### config.mk
export PLATFORM = sky130hd
export DESIGN_NAME = slavespi_gen_flat
export DESIGN_NICKNAME = d
export VERILOG_FILES = /design/src/rtl/slavespi_pkg.sv /design/src/rtl/slavespi_if.sv /design/src/rtl/slavespi_gen_fifo.sv /design/src/rtl/slavespi_gen.sv /design/src/flat_wrapper.sv
export SDC_FILE = /design/constraint.sdc
export NUM_CORES = 1
export LEC_CHECK = 0
export ABC_AREA = 0
export CORE_ASPECT_RATIO = 0.6
export CORE_MARGIN = 1.5
export CORE_UTILIZATION = 35
export CTS_CLUSTER_DIAMETER = 120
export DETAILED_ROUTE_END_ITERATION = 6
export GPL_ROUTABILITY_DRIVEN = 0
export PLACE_DENSITY_LB_ADDON = 0.12
export SLEW_MARGIN = 10
export SYNTH_ARGS = -nofsm -noshare
export SYNTH_HDL_FRONTEND = slang
export SYNTH_SLANG_ARGS = --single-unit
### constraint.sdc
create_clock -name fclk -period 3.6 [get_ports fclk]
set_input_delay 0.36 -clock fclk [delete_from_list [all_inputs] [get_ports fclk]]
set_output_delay 0.36 -clock fclk [all_outputs]
set_load 0.03 [all_outputs]
### src/rtl/slavespi_pkg.sv
// slavespi_pkg: shared address defaults, counter width and status byte layout
package slavespi_pkg;
    localparam logic [3:0] DEF_CFG_PAGE  = 4'h5;
    localparam logic [7:0] DEF_FIFO_ADDR = 8'h70;
    localparam logic [7:0] DEF_STAT_ADDR = 8'h71;
    localparam int BCW = 6;
    typedef struct packed {
        logic       ovf;
        logic [6:0] level;
    } stat_t;
endpackage

### src/rtl/slavespi_if.sv
// slavespi_if: AVR SPI pins, config outputs and RX FIFO consumer port
interface slavespi_if #(parameter int NREG = 8, parameter int REG_BYTES = 2);
    logic                        spics_n, spick, spido, spidi;
    logic [7:0]                  status_in, fifo_dout;
    logic [NREG*REG_BYTES*8-1:0] cfg_out;
    logic [NREG-1:0]             cfg_stb;
    logic                        fifo_empty, fifo_rd, fifo_ovf;
    modport slave (input spics_n, spick, spido, status_in, fifo_rd,
                   output spidi, cfg_out, cfg_stb, fifo_dout, fifo_empty, fifo_ovf);
    modport master (output spics_n, spick, spido, status_in, fifo_rd,
                    input spidi, cfg_out, cfg_stb, fifo_dout, fifo_empty, fifo_ovf);
endinterface

### src/rtl/slavespi_gen_fifo.sv
// spi_byte_fifo: show-ahead byte FIFO; a pop frees room for a push in the same cycle
module spi_byte_fifo #(parameter int AW = 4) (
    input  logic          fclk,
    input  logic          rst_n,
    input  logic          push,
    input  logic [7:0]    din,
    input  logic          pop,
    output logic [7:0]    dout,
    output logic          empty,
    output logic          full,
    output logic [AW:0]   level
);
    logic [7:0]  r_mem [2**AW];
    logic [AW:0] r_wp, r_rp;
    logic        w_pop, w_push;
    assign level  = r_wp - r_rp;
    assign empty  = level == '0;
    assign full   = level[AW];
    assign w_pop  = pop & ~empty;
    assign w_push = push & (~full | w_pop);
    assign dout   = r_mem[r_rp[AW-1:0]];
    always_ff @(posedge fclk)
        if (w_push) r_mem[r_wp[AW-1:0]] <= din;
    always_ff @(posedge fclk or negedge rst_n) begin
        if (!rst_n) begin
            r_wp <= '0;
            r_rp <= '0;
        end else begin
            if (w_push) r_wp <= r_wp + 1'b1;
            if (w_pop) r_rp <= r_rp + 1'b1;
        end
    end
endmodule

### src/rtl/slavespi_gen.sv
// slavespi_gen: AVR SPI slave with multi-byte config registers, readback, status and an RX byte FIFO
module slavespi_gen
    import slavespi_pkg::*;
#(
    parameter int         NREG      = 8,
    parameter int         REG_BYTES = 2,
    parameter logic [3:0] CFG_PAGE  = DEF_CFG_PAGE,
    parameter logic [7:0] FIFO_ADDR = DEF_FIFO_ADDR,
    parameter logic [7:0] STAT_ADDR = DEF_STAT_ADDR,
    parameter int         FIFO_AW   = 4
) (
    input logic        fclk,
    input logic        rst_n,
    slavespi_if.slave  bus
);
    localparam int RW = REG_BYTES * 8;
    logic [2:0]         r_cs, r_ck, r_bit;
    logic [1:0]         r_do;
    logic [7:0]         r_regnum, r_shin, r_shout;
    logic [BCW-1:0]     r_bitcnt;
    logic [RW-1:0]      r_stage;
    logic [NREG*RW-1:0] r_cfg;
    logic [NREG-1:0]    r_stb;
    logic               r_ovf;
    logic               w_scs_01, w_scs_10, w_sck_01, w_data, w_byte_done, w_cfg_hit, w_push, w_full;
    logic [7:0]         w_byte, w_rb;
    logic [3:0]         w_ci;
    logic [FIFO_AW:0]   w_level;
    logic [6:0]         w_lvl7;
    stat_t              w_stat;
    int                 w_n;
    assign w_scs_01    = r_cs[1] & ~r_cs[2];
    assign w_scs_10    = ~r_cs[1] & r_cs[2];
    assign w_sck_01    = r_ck[1] & ~r_ck[2];
    assign w_data      = ~r_cs[1];
    assign w_byte      = {r_do[1], r_shin[7:1]};
    assign w_byte_done = w_sck_01 & w_data & (r_bit == 3'd7);
    assign w_cfg_hit   = (r_regnum[7:4] == CFG_PAGE) && (int'(r_regnum[3:0]) < NREG);
    assign w_ci        = w_cfg_hit ? r_regnum[3:0] : 4'd0;
    assign w_push      = w_byte_done & (r_regnum == FIFO_ADDR);
    assign w_lvl7      = (int'(w_level) > 127) ? 7'd127 : 7'(w_level);
    assign w_stat      = '{ovf: r_ovf, level: w_lvl7};
    // readback byte: byte 0 at data-phase start, otherwise the byte after the one just completed
    always_comb begin
        w_n  = w_scs_10 ? 0 : int'(r_bitcnt[5:3]) + 1;
        w_rb = (w_n < REG_BYTES) ? r_cfg[(int'(w_ci) * REG_BYTES + w_n) * 8 +: 8] : 8'h00;
    end
    always_ff @(posedge fclk or negedge rst_n) begin
        if (!rst_n) begin
            r_cs     <= 3'b111;
            r_ck     <= '0;
            r_do     <= '0;
            r_bit    <= '0;
            r_regnum <= '0;
            r_shin   <= '0;
            r_shout  <= '0;
            r_bitcnt <= '0;
            r_stage  <= '0;
            r_cfg    <= '0;
            r_stb    <= '0;
            r_ovf    <= 1'b0;
        end else begin
            r_cs  <= {r_cs[1:0], bus.spics_n};
            r_ck  <= {r_ck[1:0], bus.spick};
            r_do  <= {r_do[0], bus.spido};
            r_stb <= '0;
            if (w_scs_01) r_regnum <= '0;
            else if (w_sck_01 && !w_data) r_regnum <= {r_do[1], r_regnum[7:1]};
            if (w_scs_10) begin
                r_bitcnt <= '0;
                r_bit    <= '0;
                r_stage  <= '0;
            end else if (w_sck_01 && w_data) begin
                r_shin <= w_byte;
                r_bit  <= r_bit + 3'd1;
                if (r_bitcnt != '1) r_bitcnt <= r_bitcnt + 1'b1;
                if (w_byte_done && w_cfg_hit && int'(r_bitcnt[5:3]) < REG_BYTES)
                    r_stage[int'(r_bitcnt[5:3]) * 8 +: 8] <= w_byte;
            end
            // commit only an exact-length write
            if (w_scs_01 && w_cfg_hit && int'(r_bitcnt) == RW) begin
                r_cfg[int'(w_ci) * RW +: RW] <= r_stage;
                r_stb <= NREG'(1) << w_ci;
            end
            if (w_scs_01) r_shout <= bus.status_in;
            else if (w_scs_10) r_shout <= w_cfg_hit ? w_rb : (r_regnum == STAT_ADDR ? w_stat : 8'h00);
            else if (w_byte_done) r_shout <= w_cfg_hit ? w_rb : 8'h00;
            else if (w_sck_01) r_shout <= {1'b0, r_shout[7:1]};
            if (w_push && w_full && !bus.fifo_rd) r_ovf <= 1'b1;
            else if (w_scs_01 && r_regnum == STAT_ADDR) r_ovf <= 1'b0;
        end
    end
    spi_byte_fifo #(.AW(FIFO_AW)) u_fifo (
        .fclk  (fclk),
        .rst_n (rst_n),
        .push  (w_push),
        .din   (w_byte),
        .pop   (bus.fifo_rd),
        .dout  (bus.fifo_dout),
        .empty (bus.fifo_empty),
        .full  (w_full),
        .level (w_level)
    );
    assign bus.spidi    = r_shout[0];
    assign bus.cfg_out  = r_cfg;
    assign bus.cfg_stb  = r_stb;
    assign bus.fifo_ovf = r_ovf;
endmodule

### src/flat_wrapper.sv
// flat-port wrapper written by rule: the top's interface ports become plain ports
module slavespi_gen_flat import slavespi_pkg::*;
#(
    parameter int         NREG      = 8,
    parameter int         REG_BYTES = 2,
    parameter logic [3:0] CFG_PAGE  = DEF_CFG_PAGE,
    parameter logic [7:0] FIFO_ADDR = DEF_FIFO_ADDR,
    parameter logic [7:0] STAT_ADDR = DEF_STAT_ADDR,
    parameter int         FIFO_AW   = 4
)
  (fclk, rst_n, bus_spics_n, bus_spick, bus_spido, bus_status_in, bus_fifo_rd, bus_spidi, bus_cfg_out, bus_cfg_stb, bus_fifo_dout, bus_fifo_empty, bus_fifo_ovf);
  slavespi_if #(.NREG(NREG), .REG_BYTES(REG_BYTES)) bus_i ();
  input logic fclk;
  input logic rst_n;
  input wire logic [$bits(bus_i.spics_n)-1:0] bus_spics_n;
  input wire logic [$bits(bus_i.spick)-1:0] bus_spick;
  input wire logic [$bits(bus_i.spido)-1:0] bus_spido;
  input wire logic [$bits(bus_i.status_in)-1:0] bus_status_in;
  input wire logic [$bits(bus_i.fifo_rd)-1:0] bus_fifo_rd;
  output wire logic [$bits(bus_i.spidi)-1:0] bus_spidi;
  output wire logic [$bits(bus_i.cfg_out)-1:0] bus_cfg_out;
  output wire logic [$bits(bus_i.cfg_stb)-1:0] bus_cfg_stb;
  output wire logic [$bits(bus_i.fifo_dout)-1:0] bus_fifo_dout;
  output wire logic [$bits(bus_i.fifo_empty)-1:0] bus_fifo_empty;
  output wire logic [$bits(bus_i.fifo_ovf)-1:0] bus_fifo_ovf;
  assign bus_i.spics_n = bus_spics_n;
  assign bus_i.spick = bus_spick;
  assign bus_i.spido = bus_spido;
  assign bus_i.status_in = bus_status_in;
  assign bus_i.fifo_rd = bus_fifo_rd;
  assign bus_spidi = bus_i.spidi;
  assign bus_cfg_out = bus_i.cfg_out;
  assign bus_cfg_stb = bus_i.cfg_stb;
  assign bus_fifo_dout = bus_i.fifo_dout;
  assign bus_fifo_empty = bus_i.fifo_empty;
  assign bus_fifo_ovf = bus_i.fifo_ovf;
  slavespi_gen #(.NREG(NREG), .REG_BYTES(REG_BYTES), .CFG_PAGE(CFG_PAGE), .FIFO_ADDR(FIFO_ADDR), .STAT_ADDR(STAT_ADDR), .FIFO_AW(FIFO_AW)) u_core (.fclk(fclk), .rst_n(rst_n), .bus(bus_i));
endmodule
==> results.md, run 1 <==
- Slew margin rel.: 0.429
- PwrDens: 539 nW/um^2
- Setup bufs post-CTS: 0
- Die Wd: 268 um
- Avg WL per Cell: 24.2 um
- Syn_area_per_cell: 12.9 sq um
- Total grt overflow: 0
- Final setup violation count: 0
- Row count: 58
- Clock latency on the worst-skew pair: 0.54 ns
- Internal power: 7.18 mW
- TritonCTS clock tree: built
- Setup tns final: 0 ns
- DR iter-0 viols: 950
- Period utilization: 0.943
- RSZ-0062 raised after global routing: false
- Nature of the critical path startpoint: flop
- Peak supply drop: roughly 0.00042 V
- Final hold violations: 0
- Max-cap violations: 0
- P_leak: 7.29 nW
- Final WL: between 40 and 50 mm
- Count leader, synth: dfrtp_1
- Post-place setup slack: 0.269 ns
- Kind of critical path: flop to primary output
- Mapped cell area: 14800 sq um
- Min-delay worst type: input pin to flop
- IO Port Bufs: 160
- Outcome: finished clean
- Vias per cell: 5.24
- Dpl hpwl: around 33 mm
- Yosys cell types: 67
- Share of layout cells above drive strength 1: 0.174
- Ranking of synthesized cells by area: dfrtp_1, edfxtp_1, mux4_2
- Fmax: a little under 300 MHz
- CP Data Required Time: 3.24 ns
- Total chip power: 9.94 mW
- Commonest cells post-synth: dfrtp_1, nand2_1, edfxtp_1
- Most common flop cell mapped by yosys: dfrtp_1
- Slew Limit Fails: 0
- Post-Synth XOR/XNOR Area: 0.0107
- Clock transition at path regs: 0.06 ns
- Nets@finish: 1380
- ANT cells: 0
- Via count: 10100
- Pre-Repair DR Iteration Count: 5
- Largest family of logic cells by synthesized area: multiplexers
- Element type at the critical path end: primary output
- Syn. warnings: 0
- Total global-route track usage: 0.219
- Final Critical Period: 3.40 ns
- H-tree Lvls: 2
- Seq cells post-synth: 331
- Synth Area in Compound Gates: 0.0762
- Antenna violations before repair: 2
- Portion of netlist area occupied by mux cells: 0.135
- Critical Path Fanout Max: 35
- First-pass GRT wire length: 69.0 mm
- Mapped Cells: 1151
- Async set or reset register ratio after synthesis: 0.613
- Die height: 162 um
- Top-area cell type share of the netlist area: 0.338
- Arr. time, crit path: 3.04 ns
- DIE AREA: 43600 sq um
- CTS sink cnt: 331
- DRC violations left: 0
- Largest net degree at the start of global routing: 90
- Clk network pwr share: 0.379
- Net Sw Frac: 0.278
- Area Growth Syn to Fin: 24.7%
- Vias in the first global route: 9872
- Worst Slack Setup Final: 0.204 ns
- Initial core utilization: 0.354
- CORE AREA: 41800 sq um
- Root Buffer: clkbuf_16
- Sequential cell area fraction in the yosys report: 0.603
- Number of enable flip-flop cells after synthesis: 128
- Total CTS buffers: 36
- Layout Skew: about 0.024 ns
- Post-route ant nets: 0
- Net Switching: 2.76 mW
- Syn Nets: between 1000 and 1500
- Worst-Margin Slew: 0.852 ns
- Cell accounting for the most synthesized area: dfrtp_1
- Simple-gate share of the synthesized area: 0.112
- # IOs: about 160
- Buffer levels on the longest clock path: 3
- Part of the power in registers: 0.441
- Part of the power in combinational logic: 0.180
- Synth Area in Adders: 0.0264
[layout by cell type (no fill, tap or decap), types with 5 or more instances in the layout]
cell type        count
nand4_1             14
clkdlybuf4s50_1    158
inv_1               56
edfxtp_1           128
nand2_1            180
a22o_1               8
nor2_1              47
xnor2_1             14
clkbuf_16           37
nor2b_1              6
dfrtp_1            199
and2_1              12
o21a_1               5
o21ai_2             15
nor3_1               9
a31oi_1              7
buf_4               48
mux2i_1             25
mux2_2              23
o21ai_0            108
nand3_1             46
ha_1                28
and3_1               7
mux4_2              65
clkbuf_1             6
a21oi_1              6
nand2b_1             6
[worst paths after layout]
path / from / slack [ns] / endpoint / cells after the start
max in group asynchronous: rst_n / 2.20 / u_core.r_bitcnt[4] / 3
setup reg to reg: u_core.r_cs[1] / 0.21 / u_core.r_shout[0] / 12
setup / recovery: u_core.u_fifo.r_rp[0] / 0.20 / bus_fifo_dout[7] / 4
hold reg to reg: u_core.r_cs[0] / 0.37 / u_core.r_cs[1] / 0
min in group asynchronous: rst_n / 0.47 / u_core.bus.cfg_stb[2] / 2
hold / removal: bus_spido / 0.27 / u_core.r_do[0] / 1
[critical path, stage by stage (launching register included)]
cell and delay (ns):
dfrtp_2 0.39, buf_12 0.27, mux4_2 0.66, mux4_2 0.52
clkdlybuf4s50_1 0.61
[power by group through the flow]
stage | Combinational [mW] | Clock (mW) | Sequential [mW]
floorplan | 1.21 | 0 | 4.35
global placement | 1.81 | 0 | 4.47
detailed placement | 1.82 | 0 | 4.47
CTS | 1.83 | 3.86 | 4.39
global route | 1.92 | 4.01 | 4.42
finish | 1.79 | 3.77 | 4.39
[state kept, by name (all words and copies together), names as in the netlist, 5 cells and up]
| name | count |
|---|---|
| u_core.u_fifo.r_wp | 5 |
| u_core.u_fifo.r_mem | 128 |
| u_core.r_stage | 16 |
| u_core.r_regnum | 8 |
| u_core.r_shin | 7 |
| u_core.r_shout | 8 |
| u_core.bus.cfg_stb | 8 |
| u_core.u_fifo.r_rp | 5 |
| u_core.bus.cfg_out | 128 |
| u_core.r_bitcnt | 6 |
[per-stage QoR]
step	hold WS, ns	utilization	area, sq um	cells
2_1_floorplan	0.0644	-	14800	1151
3_3_place_gp	0.337	0.413	17300	1867
3_5_place_dp	0.348	0.413	17300	1867
4_1_cts	0.247	0.441	18400	1933
5_1_grt	0.259	0.441	18500	1933
6_report	0.270	0.441	18500	1933
[kinds of logic (layout without fill, tap and decap cells)]
| logic type | count (synthesis) | count (layout) |
|---|---|---|
| other | 1 | 1 |
| DFF | 331 | 331 |
| muxes | 115 | 115 |
| adders and majority gates | 30 | 30 |
| xor gates and xnor gates | 18 | 18 |
| buffers and inverters | 122 | 334 |
| and+or+nand+nor | 356 | 356 |
| AOI/OAI and AO/OA | 178 | 178 |
[cell type report]
type	count	area, sq um
multi-input combinational	698	5360
clock inverter	19	194
fill	3848	23300
inverter	56	210
tap	570	713
timing repair buffer	213	2060
clock buffer	46	990
sequential	331	8930
[per-layer routing]
metal | vias up | wire length (um) | share of wire | track usage
met1 | 5221 | 24000 | 0.51 | 0.360
met3 | 53 | 3460 | 0.074 | 0.0499
li1 | 4521 | - | - | -
met4 | 0 | 641 | 0.014 | 0.0409
met2 | 332 | 18600 | 0.40 | 0.289
met5 | - | 0 | 0 | 0
[timing repair]
item / CTS / global route
endpoints found under the setup margin: 0 / 4
hold buffers: 1 / 0
hold endpoints to repair: 83 / 0
gates resized for setup: 0 / 1
(Power assumes the default switching activity.)
==> inputs of run 2 (changes only) <==
--- a/config.mk
+++ b/config.mk
@@ -12,6 +12,7 @@
 export CTS_CLUSTER_DIAMETER = 120
 export DETAILED_ROUTE_END_ITERATION = 6
 export GPL_ROUTABILITY_DRIVEN = 0
+export MAX_ROUTING_LAYER = met4
 export PLACE_DENSITY_LB_ADDON = 0.12
 export SLEW_MARGIN = 10
 export SYNTH_ARGS = -nofsm -noshare
==> results.md, run 2 (synthesis results as in run 1) <==
- Outcome: finished clean
- TritonCTS clock tree: built
- Total global-route track usage: 0.226
- Critical Path Fanout Max: 35
- Vias per cell: ~5.2
- Nets@finish: 1380
- First-pass GRT wire length: 69.0 mm
- CP Data Required Time: between 3 and 4 ns
- Slew Limit Fails: 0
- ANT cells: 0
- Antenna violations before repair: 2
- DR iter-0 viols: between 900 and 1000
- # IOs: 161
- Buffer levels on the longest clock path: 3
- IO Port Bufs: 160
- Crit path max-delay family: multiplexers
- Arr. time, crit path: slightly above 3 ns
- Avg WL per Cell: 24.2 um
- Multi-input gate area: 5360 sq um
- P_leak: ~7.3 nW
- Kind of critical path: flop to primary output
- Largest net degree at the start of global routing: 90
- Post-route ant nets: 0
- Fmax: 295 MHz
- DRC violations left: 0
- Slew margin rel.: 0.422
- Area Growth Syn to Fin: 24.7%
- Total grt overflow: 0
- Period utilization: 0.941
- Worst path max stage delay: roughly 0.66 ns
- Max-cap violations: 0
- Die height: 162 um
- Via count: between 10000 and 15000
- CORE AREA: 41800 sq um
- Setup bufs post-CTS: 0
- Clock transition at path regs: 0.06 ns
- Fillers: 3848
- Peak supply drop: 0.000424 V
- Clock latency on the worst-skew pair: 0.54 ns
- Commonest non-fill, non-tap cell in the layout: dfrtp_1
- Total chip power: 9.95 mW
- Final Critical Period: 3.39 ns
- Critical-path top delay cell: mux4_2
- Total CTS buffers: 36
- Row count: a little under 60
- Setup tns final: 0 ns
- Critical path cell sequence: buf_12, mux4_2, mux4_2, clkdlybuf4s50_1
- Dpl hpwl: between 30 and 40 mm
- Final setup violation count: 0
- FF+latch area: between 8000 and 9000 sq um
- Final WL: 46.8 mm
- DIE AREA: 43600 sq um
- Element type at the critical path end: primary output
- CTS sink cnt: 331
- Nature of the critical path startpoint: flop
- Vias in the first global route: 9858
- Root Buffer: clkbuf_16
- Worst-Margin Slew: 0.867 ns
- Initial core utilization: 0.354
- Die Wd: 268 um
- Share of layout cells above drive strength 1: 0.174
- CP bufs+invs: 2
- H-tree Lvls: 2
- Final hold violations: 0
- RSZ-0062 raised after global routing: false
- Commonest non-fill, non-tap cells in the layout: dfrtp_1, nand2_1, clkdlybuf4s50_1, edfxtp_1, o21ai_0
- Layout Utilization: 0.441
- Min-delay worst type: input pin to flop
- Layout Skew: roughly 0.025 ns
- Pre-Repair DR Iteration Count: 5
- Crit-path most repeated cell: mux4_2
- PwrDens: 539 nW/um^2
==> run 2: worst reg2reg max path, stage by stage, from the launching register on <==
cell	delay (ns)
dfrtp_1	0.42
inv_1	0.09
ha_1	0.36
nor2b_1	0.17
ha_1	0.19
inv_1	0.06
fa_1	0.48
buf_4	0.27
buf_4	0.23
mux4_2	0.31
mux2i_1	0.14
o21ai_0	0.21
a31o_2	0.32
==> run 2: layer usage <==
layer | global-route usage | vias up | routed length (um)
li1 | - | 4518 | -
met1 | 0.364 | 5135 | 23800
met2 | 0.287 | 346 | 18600
met3 | 0.0476 | 53 | 3800
met4 | 0.0409 | 0 | 631
met5 | - | - | 0
==> run 2: path summary, 6_finish.rpt <==
| check | slack [ns] | cells past startpoint | from | end |
|---|---|---|---|---|
| worst max register to register | 0.24 | 12 | u_core.r_bitcnt[4] | u_core.r_shout[0] |
| worst min register to register | 0.36 | 0 | u_core.r_do[0] | u_core.r_do[1] |
| min in group asynchronous | 0.47 | 2 | rst_n | u_core.bus.cfg_stb[2] |
| worst max-delay path | 0.21 | 4 | u_core.u_fifo.r_rp[0] | bus_fifo_dout[7] |
| worst min-delay path | 0.27 | 1 | bus_spido | u_core.r_do[0] |
| max in group asynchronous | 2.21 | 3 | rst_n | u_core.r_shout[5] |
==> run 2: power by group <==
part | internal (mW) | switching (mW)
clock network | 2.18 | 1.59
registers | 4.15 | 0.234
logic | 0.847 | 0.942
==> run 2: what timing repair did <==
item                       CTS  global route
hold buffers                 1             0
setup endpoints to repair    0             4
gates resized for setup      0             1
hold endpoints to repair    83             0
==> run 2: metrics by stage <==
| step | setup WS, ns | area (sq um) | std cells | hold WS (ns) |
|---|---|---|---|---|
| 6_report | 0.212 | 18500 | 1933 | 0.268 |
| 2_1_floorplan | 0.128 | 14800 | 1151 | 0.0644 |
| 4_1_cts | 0.0541 | 18400 | 1933 | 0.247 |
| 3_3_place_gp | 0.293 | 17300 | 1867 | 0.337 |
| 3_5_place_dp | 0.269 | 17300 | 1867 | 0.348 |
| 5_1_grt | 0.0305 | 18500 | 1933 | 0.259 |
==> run 2: area by class of cell <==
type	instances	area share
Timing Repair Buffer	213	0.112
Sequential cell	331	0.484
Multi-Input combinational cell	698	0.290
Tap cell	570	0.0386
Inverter	56	0.0114
Clock buffer	46	0.0536
Clock inverter	19	0.0105
==> inputs of run 3 (changes only) <==
--- a/config.mk
+++ b/config.mk
@@ -14,6 +14,7 @@
 export GPL_ROUTABILITY_DRIVEN = 0
 export MAX_ROUTING_LAYER = met4
 export PLACE_DENSITY_LB_ADDON = 0.12
+export REMOVE_ABC_BUFFERS = 1
 export SLEW_MARGIN = 10
 export SYNTH_ARGS = -nofsm -noshare
 export SYNTH_HDL_FRONTEND = slang
==> constraint.sdc (replaced) <==
create_clock -name fclk -period 3.9 [get_ports fclk]
set_input_delay 0.39 -clock fclk [delete_from_list [all_inputs] [get_ports fclk]]
set_output_delay 0.39 -clock fclk [all_outputs]
set_load 0.03 [all_outputs]
==> results.md, run 3 (synthesis results as in run 1) <==
- Outcome: finished clean
- Layout Utilization: 0.439
- Slew Limit Fails: 0
- Period utilization: 0.946
- Clock transition at path regs: 0.06 ns
- Hold Startpoint: bus_spido
- Area Growth Syn to Fin: 24.1%
- Commonest non-fill, non-tap cell in the layout: dfrtp_1
- # IOs: 161
- Largest net degree at the start of global routing: 86
- Kind of critical path: flop to flop
- DP Cell Count: 1865
- Total global-route track usage: 0.209
- Peak supply drop: 0.000358 V
- Final Critical Period: 3.69 ns
- Die Wd: 268 um
- Buffer levels on the longest clock path: 3
- Share of layout cells above drive strength 1: 0.172
- CORE AREA: roughly 42000 sq um
- Slew margin rel.: 0.359
- Final setup violation count: 0
- IO Port Bufs: 160
- CP startpoint: u_core.r_regnum[3]
- DR iter-0 viols: 840
- Fin cells: 1928
- CP Data Required Time: approximately 4.3 ns
- P_leak: 7.26 nW
- Row count: 58
- Min-delay worst type: input pin to flop
- ANT cells: 0
- Pre-Repair DR Iteration Count: 5
- Element type at the critical path end: flop
- CTS sink cnt: 331
- Total grt overflow: 0
- TritonCTS clock tree: built
- Nets@finish: 1377
- Total CTS buffers: 35
- Setup tns final: 0 ns
- Critical-path top delay cell: fa_1
- DIE AREA: approximately 44000 sq um
- Dpl hpwl: between 30 and 40 mm
- Commonest non-fill, non-tap cells in the layout: dfrtp_1, nand2_1, clkdlybuf4s50_1, edfxtp_1, o21ai_0
- Final hold violations: 0
- Vias per cell: 5.16
- Worst R2R Start: u_core.r_regnum[3]
- Die height: 162 um
- H-tree Lvls: 2
- Nature of the critical path startpoint: flop
- DRC violations left: 0
- Antenna violations before repair: 0
- PwrDens: 495 nW/um^2
- Hold slack: 0.311 ns
- Final WL: between 40 and 50 mm
- Critical Path Fanout Max: 9
- Vias in the first global route: approximately 10000
- Via count: 9944
- Max-cap violations: 0
- Worst-Margin Slew: between 0.9 and 1 ns
- Arr. time, crit path: 4.11 ns
- Initial core utilization: 0.354
- Clock latency on the worst-skew pair: 0.53 ns
- Fillers: 3862
- RSZ-0062 raised after global routing: false
- Fmax: 271 MHz
- Post-route ant nets: 0
- Setup bufs post-CTS: 0
- Layout Skew: approximately 0.024 ns
- Worst path max stage delay: 0.76 ns
- Critical path cell sequence: and4bb_2, and2b_1, and2_1, ha_1, inv_1, fa_1, nor2b_1, buf_4, nand3_1, nand4_1, o21ai_0, a31o_2
- Avg WL per Cell: 22.6 um
- Root Buffer: clkbuf_16
- First-pass GRT wire length: approximately 65 mm
-- run 3: cell types whose count changed in the layout (fill, tap and decap cells not counted), sizes merged --
cell,previous run,this run
clkbuf,46,45
inv,60,56
buf,54,52
clkinvlp,4,2
clkinv,8,12
-- run 3: final timing paths --
check / slack [ns] / cells after the start / to
worst max-delay path: 0.21 / 12 / u_core.r_shout[0]
worst min-delay path: 0.31 / 1 / u_core.r_do[0]
worst max register to register: 0.21 / 12 / u_core.r_shout[0]
worst min register to register: 0.35 / 0 / u_core.r_do[1]
max in group asynchronous: 2.52 / 3 / u_core.r_shin[3]
min in group asynchronous: 0.45 / 2 / u_core.bus.cfg_out[126]
-- run 3: worst max-delay path: cells and delay by family, from the launching register on --
kind	cells	cell delay (ns)
simple gates	6	1.52
fa+ha+maj	2	0.98
flops	1	0.40
compound gates	2	0.40
buf+inv	2	0.28
-- run 3: layout make-up --
type                    instances  area [sq um]  share of cell area
flip-flops and latches        331          8930               0.486
multi-input cells             698          5360               0.292
repair buffers                211          2000               0.109
clock buffers                  45           986              0.0537
well taps                     570           713              0.0388
inverters                      56           210              0.0114
clock inverters                17           161             0.00879
-- run 3: stage by stage --
step / setup slack (ns) / area, sq um / power, mW
after floorplan: -0.812 / 14500 / 5.10
after global placement: 0.331 / 17200 / 5.80
after detailed placement: 0.256 / 17200 / 5.81
after CTS: 0.236 / 18400 / 9.22
after global routing: 0.0539 / 18400 / 9.47
final: 0.210 / 18400 / 9.10
-- run 3: layer usage --
layer / GRT usage / wire [um] / part of all wire
met1: 0.330 / 22000 / 0.51
met2: 0.280 / 18300 / 0.42
met3: 0.0373 / 2690 / 0.062
met4: 0.0380 / 584 / 0.013
met5: - / 0 / 0
-- run 3: power breakdown --
group	total (mW)	internal, mW	leakage, nW	switching [mW]
combinational	1.63	0.771	2.93	0.863
sequential	4.08	3.83	3.76	0.251
clock	3.38	1.98	0.564	1.40
-- run 3: repair_timing --
item	CTS	global route
resized for setup	0	0
hold buffers	1	0
endpoints found under the hold margin	80	0
